### src/rtl/mini68k_pkg.sv
// mini68k_pkg: shared decode definitions for the mini68k decode stage.
//   - opcode, effective-address (EA) mode and size encodings
//   - EXT_MAX: the most extension words one instruction can carry
//   - assembler FSM state encoding (S_OP / S_EXT / S_OUT)
//   - helpers: ea_ext_words, instr_ext_words, instr_illegal, decode_class
package mini68k_pkg;

   // Opcode field ir[15:12]
   localparam logic [3:0] OP_IMM     = 4'h0;
   localparam logic [3:0] OP_MOVE_B  = 4'h1;
   localparam logic [3:0] OP_MOVE_L  = 4'h2;
   localparam logic [3:0] OP_MOVE_W  = 4'h3;
   localparam logic [3:0] OP_MISC    = 4'h4;
   localparam logic [3:0] OP_BCC     = 4'h6;
   localparam logic [3:0] OP_ALU_OR  = 4'h8;
   localparam logic [3:0] OP_ALU_SUB = 4'h9;
   localparam logic [3:0] OP_LINE_A  = 4'hA;
   localparam logic [3:0] OP_ALU_AND = 4'hC;
   localparam logic [3:0] OP_ALU_ADD = 4'hD;
   localparam logic [3:0] OP_LINE_F  = 4'hF;

   // ir[11:6] selectors for JSR / JMP inside the OP_MISC line
   localparam logic [5:0] JSR_SEL = 6'b111010;
   localparam logic [5:0] JMP_SEL = 6'b111011;

   // EA modes that carry extension words
   localparam logic [2:0] EA_DISP  = 3'b101;
   localparam logic [2:0] EA_INDEX = 3'b110;
   localparam logic [2:0] EA_EXT   = 3'b111;

   // Register sub-field meanings when mode is EA_EXT
   localparam logic [2:0] EA_ABS_W    = 3'b000;
   localparam logic [2:0] EA_ABS_L    = 3'b001;
   localparam logic [2:0] EA_PC_DISP  = 3'b010;
   localparam logic [2:0] EA_PC_INDEX = 3'b011;
   localparam logic [2:0] EA_IMM      = 3'b100;

   // Operation sizes
   localparam logic [1:0] SIZE_B = 2'b00;
   localparam logic [1:0] SIZE_W = 2'b01;
   localparam logic [1:0] SIZE_L = 2'b10;

   localparam int EXT_MAX = 4;

   // Assembler FSM states
   typedef logic [1:0] state_t;
   localparam state_t S_OP  = 2'd0;
   localparam state_t S_EXT = 2'd1;
   localparam state_t S_OUT = 2'd2;

   // Class flags and size decoded from one opcode word
   typedef struct packed {
      logic       is_move;
      logic       is_alu;
      logic       is_branch;
      logic       is_jump;
      logic       is_immediate;
      logic       illegal;
      logic [1:0] size;
   } dec_t;

   function automatic logic is_move_op(input logic [3:0] op);
      return (op == OP_MOVE_B) || (op == OP_MOVE_W) || (op == OP_MOVE_L);
   endfunction

   // MOVE encodes its size in the opcode itself; every other class uses ir[7:6]
   function automatic logic [1:0] instr_size(input logic [15:0] ir);
      logic [1:0] size;
      size = ir[7:6];
      if (ir[15:12] == OP_MOVE_B)      size = SIZE_B;
      else if (ir[15:12] == OP_MOVE_W) size = SIZE_W;
      else if (ir[15:12] == OP_MOVE_L) size = SIZE_L;
      return size;
   endfunction

   function automatic logic [2:0] ea_ext_words(input logic [2:0] mode,
                                                input logic [2:0] ea_reg,
                                                input logic [1:0] size);
      logic [2:0] n;
      n = 3'd0;
      if (mode == EA_DISP || mode == EA_INDEX) begin
         n = 3'd1;
      end else if (mode == EA_EXT) begin
         case (ea_reg)
            EA_ABS_W, EA_PC_DISP, EA_PC_INDEX: n = 3'd1;
            EA_ABS_L: n = 3'd2;
            EA_IMM:   n = (size == SIZE_L) ? 3'd2 : 3'd1;
            default:  n = 3'd0;
         endcase
      end
      return n;
   endfunction

   // Total extension words following the opcode word; never exceeds EXT_MAX
   function automatic logic [2:0] instr_ext_words(input logic [15:0] ir);
      logic [1:0] size;
      logic [2:0] n;
      size = instr_size(ir);
      if (is_move_op(ir[15:12])) begin
         n = ea_ext_words(ir[5:3], ir[2:0], size) + ea_ext_words(ir[8:6], ir[11:9], size);
      end else if (ir[15:12] == OP_IMM) begin
         n = ((size == SIZE_L) ? 3'd2 : 3'd1) + ea_ext_words(ir[5:3], ir[2:0], size);
      end else if (ir[15:12] == OP_BCC) begin
         n = (ir[7:0] == 8'h00) ? 3'd1 : 3'd0;
      end else begin
         n = ea_ext_words(ir[5:3], ir[2:0], size);
      end
      return n;
   endfunction

   // Mode 111 with register 101..111 has no defined meaning
   function automatic logic ea_bad(input logic [2:0] mode, input logic [2:0] ea_reg);
      return (mode == EA_EXT) && (ea_reg > EA_IMM);
   endfunction

   function automatic logic instr_illegal(input logic [15:0] ir);
      logic bad;
      if (ir[15:12] == OP_LINE_A || ir[15:12] == OP_LINE_F) bad = 1'b1;
      else if (is_move_op(ir[15:12])) bad = ea_bad(ir[5:3], ir[2:0]) || ea_bad(ir[8:6], ir[11:9]);
      else if (ir[15:12] == OP_BCC)   bad = 1'b0;
      else                            bad = ea_bad(ir[5:3], ir[2:0]);
      return bad;
   endfunction

   // Class flags; illegal is left clear here and filled in by the stage
   function automatic dec_t decode_class(input logic [15:0] ir);
      dec_t d;
      d.is_move      = is_move_op(ir[15:12]);
      d.is_alu       = (ir[15:12] == OP_ALU_ADD) || (ir[15:12] == OP_ALU_SUB) ||
                       (ir[15:12] == OP_ALU_AND) || (ir[15:12] == OP_ALU_OR);
      d.is_branch    = (ir[15:12] == OP_BCC);
      d.is_jump      = (ir[15:12] == OP_MISC) && (ir[11:6] == JSR_SEL || ir[11:6] == JMP_SEL);
      d.is_immediate = (ir[15:12] == OP_IMM);
      d.illegal      = 1'b0;
      d.size         = instr_size(ir);
      return d;
   endfunction

endpackage

### src/rtl/mini68k_decode_if.sv
// mini68k_decode_if: fetch-side and execute-side handshake bundle of the
// decode stage.
//   slave  : the decode stage (takes fetch words, drives the decoded instruction)
//   master : the environment (fetch unit + execute control)
interface mini68k_decode_if #(parameter int ADDR_W = 24);
   logic              fetch_valid;
   logic              fetch_ready;
   logic [15:0]       fetch_word;
   logic              flush;
   logic [ADDR_W-1:0] flush_pc;
   logic              out_valid;
   logic              out_ready;
   logic [15:0]       out_ir;
   logic [63:0]       out_ext;
   logic [2:0]        out_ext_cnt;
   logic [ADDR_W-1:0] out_pc;
   logic [3:0]        out_opcode;
   logic [1:0]        out_op_size;
   logic              out_is_move;
   logic              out_is_alu;
   logic              out_is_branch;
   logic              out_is_jump;
   logic              out_is_immediate;
   logic              out_illegal;

   modport slave (
      input  fetch_valid, fetch_word, flush, flush_pc, out_ready,
      output fetch_ready, out_valid, out_ir, out_ext, out_ext_cnt, out_pc,
             out_opcode, out_op_size, out_is_move, out_is_alu, out_is_branch,
             out_is_jump, out_is_immediate, out_illegal
   );

   modport master (
      output fetch_valid, fetch_word, flush, flush_pc, out_ready,
      input  fetch_ready, out_valid, out_ir, out_ext, out_ext_cnt, out_pc,
             out_opcode, out_op_size, out_is_move, out_is_alu, out_is_branch,
             out_is_jump, out_is_immediate, out_illegal
   );
endinterface

### src/rtl/mini68k_fetch_fifo.sv
// mini68k_fetch_fifo: FIFO_DEPTH x 16 prefetch buffer (FIFO_DEPTH power of two).
//   clk, rst_n : clock, async active-low reset
//   clear      : drop every stored word (wins over push/pop)
//   push, din  : write din when not full
//   pop, dout  : dout is the head word; pop advances when not empty
//   count      : words currently stored (0..FIFO_DEPTH)
module mini68k_fetch_fifo #(
   parameter int FIFO_DEPTH = 4,
   localparam int PTR_W = $clog2(FIFO_DEPTH),
   localparam int CNT_W = PTR_W + 1
) (
   input  logic             clk,
   input  logic             rst_n,
   input  logic             clear,
   input  logic             push,
   input  logic             pop,
   input  logic [15:0]      din,
   output logic [15:0]      dout,
   output logic [CNT_W-1:0] count
);

   logic [15:0]      mem_q [FIFO_DEPTH];
   logic [15:0]      mem_d [FIFO_DEPTH];
   logic [PTR_W-1:0] wr_ptr_q, wr_ptr_d;
   logic [PTR_W-1:0] rd_ptr_q, rd_ptr_d;
   logic [CNT_W-1:0] count_q, count_d;
   logic             push_ok, pop_ok;

   // Pointers wrap naturally because the depth is a power of two
   always_comb begin
      mem_d    = mem_q;
      wr_ptr_d = wr_ptr_q;
      rd_ptr_d = rd_ptr_q;
      count_d  = count_q;
      push_ok  = push && (count_q != CNT_W'(FIFO_DEPTH));
      pop_ok   = pop && (count_q != '0);
      if (clear) begin
         wr_ptr_d = '0;
         rd_ptr_d = '0;
         count_d  = '0;
      end else begin
         if (push_ok) begin
            mem_d[wr_ptr_q] = din;
            wr_ptr_d        = wr_ptr_q + 1'b1;
         end
         if (pop_ok) rd_ptr_d = rd_ptr_q + 1'b1;
         case ({push_ok, pop_ok})
            2'b10:   count_d = count_q + 1'b1;
            2'b01:   count_d = count_q - 1'b1;
            default: count_d = count_q;
         endcase
      end
   end

   always_ff @(posedge clk or negedge rst_n) begin
      if (!rst_n) begin
         mem_q    <= '{default: '0};
         wr_ptr_q <= '0;
         rd_ptr_q <= '0;
         count_q  <= '0;
      end else begin
         mem_q    <= mem_d;
         wr_ptr_q <= wr_ptr_d;
         rd_ptr_q <= rd_ptr_d;
         count_q  <= count_d;
      end
   end

   assign dout  = mem_q[rd_ptr_q];
   assign count = count_q;

endmodule

### src/rtl/mini68k_decode_stage.sv
// mini68k_decode_stage: buffers fetched words, gathers each opcode word with
// its 0-4 extension words and presents one decoded instruction plus its PC.
//   clk, rst_n : clock, async active-low reset
//   bus        : mini68k_decode_if.slave
//                fetch_valid/fetch_ready/fetch_word : incoming words
//                flush/flush_pc                     : pipeline redirect
//                out_valid/out_ready + out_*        : decoded instruction
// Optional feature macro: MINI68K_DEC_ILLEGAL_EN flags illegal encodings
// (line A/F, mode 111 reg 101..111) and issues them with no extension words.
module mini68k_decode_stage
   import mini68k_pkg::*;
#(
   parameter int FIFO_DEPTH = 4,
   parameter int ADDR_W     = 24,
   localparam int CNT_W     = $clog2(FIFO_DEPTH) + 1
) (
   input logic clk,
   input logic rst_n,
   mini68k_decode_if.slave bus
);

   logic [CNT_W-1:0]       fifo_count;
   logic [15:0]            fifo_dout;
   logic                   fifo_push, fifo_pop, fifo_empty, load_op;

   state_t                 state_q, state_d;
   logic [ADDR_W-1:0]      pc_next_q, pc_next_d;
   logic [ADDR_W-1:0]      pc_q, pc_d;
   logic [15:0]            ir_q, ir_d;
   logic [EXT_MAX*16-1:0]  ext_q, ext_d;
   logic [2:0]             ext_cnt_q, ext_cnt_d;
   logic [1:0]             ext_idx_q, ext_idx_d;
   dec_t                   dec_q, dec_d, dec_new;
   logic [2:0]             cnt_new;

   // Words arriving during a flush are dropped; no push while full
   assign bus.fetch_ready = (fifo_count != CNT_W'(FIFO_DEPTH));
   assign fifo_push       = bus.fetch_valid && bus.fetch_ready && !bus.flush;
   assign fifo_empty      = (fifo_count == '0);

   mini68k_fetch_fifo #(.FIFO_DEPTH(FIFO_DEPTH)) u_fifo (
      .clk   (clk),
      .rst_n (rst_n),
      .clear (bus.flush),
      .push  (fifo_push),
      .pop   (fifo_pop),
      .din   (bus.fetch_word),
      .dout  (fifo_dout),
      .count (fifo_count)
   );

   // Decode of the FIFO head, used whenever it is taken as an opcode word
   always_comb begin
      dec_new = decode_class(fifo_dout);
`ifdef MINI68K_DEC_ILLEGAL_EN
      dec_new.illegal = instr_illegal(fifo_dout);
      cnt_new = dec_new.illegal ? 3'd0 : instr_ext_words(fifo_dout);
`else
      cnt_new = instr_ext_words(fifo_dout);
`endif
   end

   // Assembler: S_OUT can hand off and take the next opcode in the same
   // cycle, which is what gives one zero-extension instruction per clock.
   always_comb begin
      state_d   = state_q;
      pc_next_d = pc_next_q;
      pc_d      = pc_q;
      ir_d      = ir_q;
      ext_d     = ext_q;
      ext_cnt_d = ext_cnt_q;
      ext_idx_d = ext_idx_q;
      dec_d     = dec_q;
      fifo_pop  = 1'b0;
      load_op   = 1'b0;
      if (bus.flush) begin
         state_d   = S_OP;
         pc_next_d = bus.flush_pc;
      end else begin
         case (state_q)
            S_OP: load_op = !fifo_empty;
            S_EXT: begin
               if (!fifo_empty) begin
                  fifo_pop = 1'b1;
                  for (int k = 0; k < EXT_MAX; k++) begin
                     if (ext_idx_q == 2'(k)) ext_d[k*16 +: 16] = fifo_dout;
                  end
                  ext_idx_d = ext_idx_q + 2'd1;
                  if ({1'b0, ext_idx_q} + 3'd1 == ext_cnt_q) state_d = S_OUT;
               end
            end
            S_OUT: begin
               if (bus.out_ready) begin
                  if (!fifo_empty) load_op = 1'b1;
                  else             state_d = S_OP;
               end
            end
            default: state_d = S_OP;
         endcase
         if (load_op) begin
            fifo_pop  = 1'b1;
            ir_d      = fifo_dout;
            pc_d      = pc_next_q;
            dec_d     = dec_new;
            ext_d     = '0;
            ext_cnt_d = cnt_new;
            ext_idx_d = 2'd0;
            state_d   = (cnt_new != 3'd0) ? S_EXT : S_OUT;
         end
         if (fifo_pop) pc_next_d = pc_next_q + ADDR_W'(2);
      end
   end

   always_ff @(posedge clk or negedge rst_n) begin
      if (!rst_n) begin
         state_q   <= S_OP;
         pc_next_q <= '0;
         pc_q      <= '0;
         ir_q      <= '0;
         ext_q     <= '0;
         ext_cnt_q <= '0;
         ext_idx_q <= '0;
         dec_q     <= '0;
      end else begin
         state_q   <= state_d;
         pc_next_q <= pc_next_d;
         pc_q      <= pc_d;
         ir_q      <= ir_d;
         ext_q     <= ext_d;
         ext_cnt_q <= ext_cnt_d;
         ext_idx_q <= ext_idx_d;
         dec_q     <= dec_d;
      end
   end

   assign bus.out_valid        = (state_q == S_OUT);
   assign bus.out_ir           = ir_q;
   assign bus.out_ext          = ext_q;
   assign bus.out_ext_cnt      = ext_cnt_q;
   assign bus.out_pc           = pc_q;
   assign bus.out_opcode       = ir_q[15:12];
   assign bus.out_op_size      = dec_q.size;
   assign bus.out_is_move      = dec_q.is_move;
   assign bus.out_is_alu       = dec_q.is_alu;
   assign bus.out_is_branch    = dec_q.is_branch;
   assign bus.out_is_jump      = dec_q.is_jump;
   assign bus.out_is_immediate = dec_q.is_immediate;
   assign bus.out_illegal      = dec_q.illegal;

endmodule
### src/flat_wrapper.sv
// flat-port wrapper written by rule: the top's interface ports become plain ports
module mini68k_decode_stage_flat import mini68k_pkg::*;
#(
   parameter int FIFO_DEPTH = 4,
   parameter int ADDR_W     = 24,
   localparam int CNT_W     = $clog2(FIFO_DEPTH) + 1
)
  (clk, rst_n, bus_fetch_valid, bus_fetch_word, bus_flush, bus_flush_pc, bus_out_ready, bus_fetch_ready, bus_out_valid, bus_out_ir, bus_out_ext, bus_out_ext_cnt, bus_out_pc, bus_out_opcode, bus_out_op_size, bus_out_is_move, bus_out_is_alu, bus_out_is_branch, bus_out_is_jump, bus_out_is_immediate, bus_out_illegal);
  mini68k_decode_if #(.ADDR_W(ADDR_W)) bus_i ();
  input logic clk;
  input logic rst_n;
  input wire logic [$bits(bus_i.fetch_valid)-1:0] bus_fetch_valid;
  input wire logic [$bits(bus_i.fetch_word)-1:0] bus_fetch_word;
  input wire logic [$bits(bus_i.flush)-1:0] bus_flush;
  input wire logic [$bits(bus_i.flush_pc)-1:0] bus_flush_pc;
  input wire logic [$bits(bus_i.out_ready)-1:0] bus_out_ready;
  output wire logic [$bits(bus_i.fetch_ready)-1:0] bus_fetch_ready;
  output wire logic [$bits(bus_i.out_valid)-1:0] bus_out_valid;
  output wire logic [$bits(bus_i.out_ir)-1:0] bus_out_ir;
  output wire logic [$bits(bus_i.out_ext)-1:0] bus_out_ext;
  output wire logic [$bits(bus_i.out_ext_cnt)-1:0] bus_out_ext_cnt;
  output wire logic [$bits(bus_i.out_pc)-1:0] bus_out_pc;
  output wire logic [$bits(bus_i.out_opcode)-1:0] bus_out_opcode;
  output wire logic [$bits(bus_i.out_op_size)-1:0] bus_out_op_size;
  output wire logic [$bits(bus_i.out_is_move)-1:0] bus_out_is_move;
  output wire logic [$bits(bus_i.out_is_alu)-1:0] bus_out_is_alu;
  output wire logic [$bits(bus_i.out_is_branch)-1:0] bus_out_is_branch;
  output wire logic [$bits(bus_i.out_is_jump)-1:0] bus_out_is_jump;
  output wire logic [$bits(bus_i.out_is_immediate)-1:0] bus_out_is_immediate;
  output wire logic [$bits(bus_i.out_illegal)-1:0] bus_out_illegal;
  assign bus_i.fetch_valid = bus_fetch_valid;
  assign bus_i.fetch_word = bus_fetch_word;
  assign bus_i.flush = bus_flush;
  assign bus_i.flush_pc = bus_flush_pc;
  assign bus_i.out_ready = bus_out_ready;
  assign bus_fetch_ready = bus_i.fetch_ready;
  assign bus_out_valid = bus_i.out_valid;
  assign bus_out_ir = bus_i.out_ir;
  assign bus_out_ext = bus_i.out_ext;
  assign bus_out_ext_cnt = bus_i.out_ext_cnt;
  assign bus_out_pc = bus_i.out_pc;
  assign bus_out_opcode = bus_i.out_opcode;
  assign bus_out_op_size = bus_i.out_op_size;
  assign bus_out_is_move = bus_i.out_is_move;
  assign bus_out_is_alu = bus_i.out_is_alu;
  assign bus_out_is_branch = bus_i.out_is_branch;
  assign bus_out_is_jump = bus_i.out_is_jump;
  assign bus_out_is_immediate = bus_i.out_is_immediate;
  assign bus_out_illegal = bus_i.out_illegal;
  mini68k_decode_stage #(.FIFO_DEPTH(FIFO_DEPTH), .ADDR_W(ADDR_W)) u_core (.clk(clk), .rst_n(rst_n), .bus(bus_i));
endmodule
### config.mk
export PLATFORM = sky130hd
export DESIGN_NAME = mini68k_decode_stage_flat
export DESIGN_NICKNAME = d
export VERILOG_FILES = /design/src/rtl/mini68k_pkg.sv /design/src/rtl/mini68k_decode_if.sv /design/src/rtl/mini68k_fetch_fifo.sv /design/src/rtl/mini68k_decode_stage.sv /design/src/flat_wrapper.sv
export SDC_FILE = /design/constraint.sdc
export NUM_CORES = 1
export LEC_CHECK = 0
export CELL_PAD_IN_SITES_DETAIL_PLACEMENT = 1
export CELL_PAD_IN_SITES_GLOBAL_PLACEMENT = 2
export CORE_ASPECT_RATIO = 1.5
export CORE_UTILIZATION = 38
export CTS_BUF_LIST = sky130_fd_sc_hd__clkbuf_8
export CTS_CLUSTER_SIZE = 8
export DETAILED_ROUTE_END_ITERATION = 8
export PLACE_DENSITY_LB_ADDON = 0.1
export SLEW_MARGIN = 20
export SYNTH_ARGS = -nofsm -noshare
export SYNTH_HDL_FRONTEND = slang
export SYNTH_HIERARCHICAL = 1
export SYNTH_SLANG_ARGS = --single-unit
### constraint.sdc
create_clock -name clk -period 9.9 [get_ports clk]
set_input_delay 0.99 -clock clk [delete_from_list [all_inputs] [get_ports clk]]
set_output_delay 0.99 -clock clk [all_outputs]
set_load 0.05 [all_outputs]
==> metrics.md <==
| Metric | Value |
|---|---|
| Max cap viols | 0 |
| IO Pins | 166 |
| Row cnt | 71 |
| Mean Syn Cell Area | 11.03 sq um |
| Simple-gate portion of the synthesized area | 0.1564 |
| Min cycle time layout | 4.453 ns |
| Diode count | 0 |
| Xor and xnor area share after synthesis | 0.02850 |
| Routed WL | 25.77 mm |
| Layout cell share with drive strength beyond 1 | 0.1549 |
| Initial antenna violation count | 0 |
| Synth Area in Compound Gates | 0.08333 |
| Setup Skew | 0.01811 ns |
| Critical path type | reg -> reg |
| Worst rel slew slack | 0.3784 |
| Post-synth EDFFs | 0 |
| Worst setup EP type | flip-flop |
| Gates resized, CTS repair | 0 |
| Initial core utilization | 0.3898 |
| Wire per inst | 18.41 um |
| Switching part of the total | 0.4179 |
| First-pass GRT wire length | 42.00 mm |
| Most common cell after layout, fill and taps aside | nand2_1 |
| DIE HEIGHT | 199.0 um |
| Adder-cell share of the synthesized area | 0.02010 |
| Top FF cell, synth | dfrtp_1 |
| Cell Pwr Density | 276.3 mW/mm^2 |
| Register area share after synthesis | 0.5420 |
| Clock Power Share | 0.226 |
| IO buf count | 164 |
| Clock tree buffer depth | 3 |
| Worst hold slack | 0.4732 ns |
| # DRC | 0 |
| # setup viols final | 0 |
| DP Wirelength | 17.98 mm |
| Outcome | completed |
| Final Hold Fails | 0 |
| Area Overhead vs Synth | 25.62% |
| Comb power frac | 0.413 |
| CTS tree | done |
| CP startpoint kind | flip-flop |
| Sw Pwr | 0.001427 W |
| Vias | 7009 |
| Fmax | 0.2246 GHz |
| Die width | 133.4 um |
| Cells after synthesis | 892 |
| Hold-fix buffers, CTS | 0 |
| Lkg Pwr | 5.708 nW |
| Register clock-pin slew on the reported worst setup and hold paths | 0.06 ns |
| Final Max Slew Viols | 0 |
| H-tree depth | 2 |
| Nets | 1108 |
| Final ANT Viol Nets | 0 |
| Seq pwr share | 0.361 |
| Largest family of logic cells by synthesized area | simple AND/OR/NAND/NOR gates |
| Critical path peak fanout | 13 |
| Final period utilization | 0.4498 |
| Root Buffer | clkbuf_8 |
| Mapped Area | 0.009834 sq mm |
| Syn nets | 951 |
| Clk sinks | 213 |
| TritonCTS Buffers | 36 |
| Initial DRC count | 189 |
| Postcts setup bufs | 0 |
| Vias per cell | 5.006 |
| Clk_lat worst skew | 0.53 ns |
| Die ar. | 0.02654 sq mm |
| Overflow after GRT | 0 |
| Setup_tns | 0 ns |
| RSZ-0062 raised after global routing | false |
| Core Region | 0.02523 sq mm |
| Async SR Flop Fraction | 1.000 |
| CP arrival | 4.89 ns |
| Worst-Margin Slew | 0.9324 ns |
| GRT Util Overall | 0.2043 |
| Vias in the first global route | 7476 |
| Post-synthesis mux area share | 0.1317 |
| Netlist cell types | 65 |
| Worst Hold Class | reg -> reg |
| Largest net degree at the start of global routing | 83 |
| Routability congestion estimate | 0.8013 |
| Int Pwr | 0.001987 W |
| Required time of the worst setup path | 10.34 ns |
| DR pass1 iterations | 4 |
| Register bit total from synthesis | 213 |
| VDD IR max | 138.1 uV |
| Warning count from the yosys run | 6 |
| Most frequent cells in the layout | nand2_1, dfrtp_1, clkdlybuf4s50_1 |
power groups by stage:
stage          sequential (W)  clock (W)  combinational (W)
2_1_floorplan         0.00177          0           0.000392
3_3_place_gp          0.00124          0            0.00141
5_1_grt               0.00126   0.000837            0.00150
3_5_place_dp          0.00125          0            0.00143
6_report              0.00123   0.000770            0.00141
4_1_cts               0.00124   0.000802            0.00143
metal layers:
layer | part of all wire | vias up | GRT usage
met3 | 0.036 | 42 | 0.03160
met5 | 0 | - | 0
met4 | 0.024 | 0 | 0.06818
met1 | 0.43 | 3497 | 0.2599
li1 | - | 3326 | -
met2 | 0.51 | 144 | 0.3534
flip-flops by register name (all words and copies together) (netlist names):
register / flops
u_core/bus.out_ext: 64
u_core/u_fifo/mem_q: 64
u_core/bus.out_pc: 24
u_core/pc_next_q: 24
u_core/bus.out_ir: 16
u_core/bus.out_ext_cnt: 3
u_core/u_fifo/count: 3
u_core/bus.out_op_size: 2
u_core/ext_idx_q: 2
u_core/state_q: 2
u_core/u_fifo/rd_ptr_q: 2
u_core/u_fifo/wr_ptr_q: 2
u_core/bus.out_is_alu: 1
u_core/bus.out_is_branch: 1
u_core/bus.out_is_immediate: 1
u_core/bus.out_is_jump: 1
u_core/bus.out_is_move: 1
layout make-up:
class                           count  area (sq um)
Inverter                            9         36.28
Multi-Input combinational cell    614          4159
Clock buffer                       43         591.8
Sequential cell                   213          5330
Timing Repair Buffer              175          1723
Clock inverter                     18         103.9
Fill cell                        2756         12870
Tap cell                          328         410.4
critical path: stages, from the launching register on:
cell and delay [ns]:
dfrtp_1 0.50, buf_4 0.35, mux4_2 0.66, nor2_1 0.49, a22oi_4 0.19, inv_4 0.12
a31oi_2 0.10, nor2_1 0.17, ha_1 0.19, fa_1 0.43, o311ai_0 0.69, o211a_1 0.25
o211ai_1 0.10, a21oi_1 0.13
logic make-up after synthesis:
logic type / Yosys count
flops: 213
other cells: 1
fa+ha+maj: 14
compound gates: 139
buf+inv: 65
xor+xnor: 32
mux: 86
simple gates: 342
cells in the mapped netlist, drive strengths merged, types with 2 or more instances:
cell    count  area share
buf        25       0.022
inv         9      0.0037
ha         11       0.014
xor2       18       0.016
nand3b      2      0.0015
o211ai      3      0.0023
o31ai       2      0.0015
nor2       21      0.0080
clkbuf     31       0.012
nand2     252        0.10
a31oi       2      0.0019
xnor2      14       0.012
nand3      12      0.0061
or3         4      0.0025
and2        4      0.0025
mux4       16       0.037
fa          3      0.0061
mux2i       3      0.0031
nor3        6      0.0031
nand2b      4      0.0025
a21o        4      0.0031
nand4       9      0.0057
dfrtp     213        0.54
o41ai       2      0.0018
a21oi       7      0.0039
o21ai     104       0.053
nor2b       6      0.0038
mux2       67       0.092
and3b       2      0.0018
a22oi       2      0.0029
o311ai      2      0.0018
or3b        2      0.0023
and4        2      0.0018
nand4b      2      0.0018
a211oi      3      0.0041
and3        9      0.0057
per-stage QoR:
step | std cells | total power (W) | util | worst slack [ns] | cell area, sq um
2_1_floorplan | 892 | 0.002164 | - | 5.866 | 9834
3_3_place_gp | 1339 | 0.002653 | 0.4621 | 5.563 | 11660
3_5_place_dp | 1339 | 0.002677 | 0.4621 | 5.423 | 11660
4_1_cts | 1400 | 0.003467 | 0.4897 | 5.406 | 12350
5_1_grt | 1400 | 0.003598 | 0.4897 | 5.145 | 12350
6_report | 1400 | 0.003414 | 0.4897 | 5.447 | 12350
final timing paths:
path	start	to	slack, ns	cells past startpoint
hold reg to reg	u_core/bus.out_pc[6]	u_core/bus.out_pc[6]	0.47	2
hold / removal	u_core/bus.out_pc[6]	u_core/bus.out_pc[6]	0.47	2
min in group asynchronous	rst_n	u_core/bus.out_ext[56]	0.49	1
setup / recovery	u_core/u_fifo/rd_ptr_q[0]	u_core/state_q[1]	5.45	13
max in group asynchronous	rst_n	u_core/u_fifo/mem_q[30]	8.00	2
setup reg to reg	u_core/u_fifo/rd_ptr_q[0]	u_core/state_q[1]	5.45	13
Note: power is estimated with default switching activity, not from simulation.
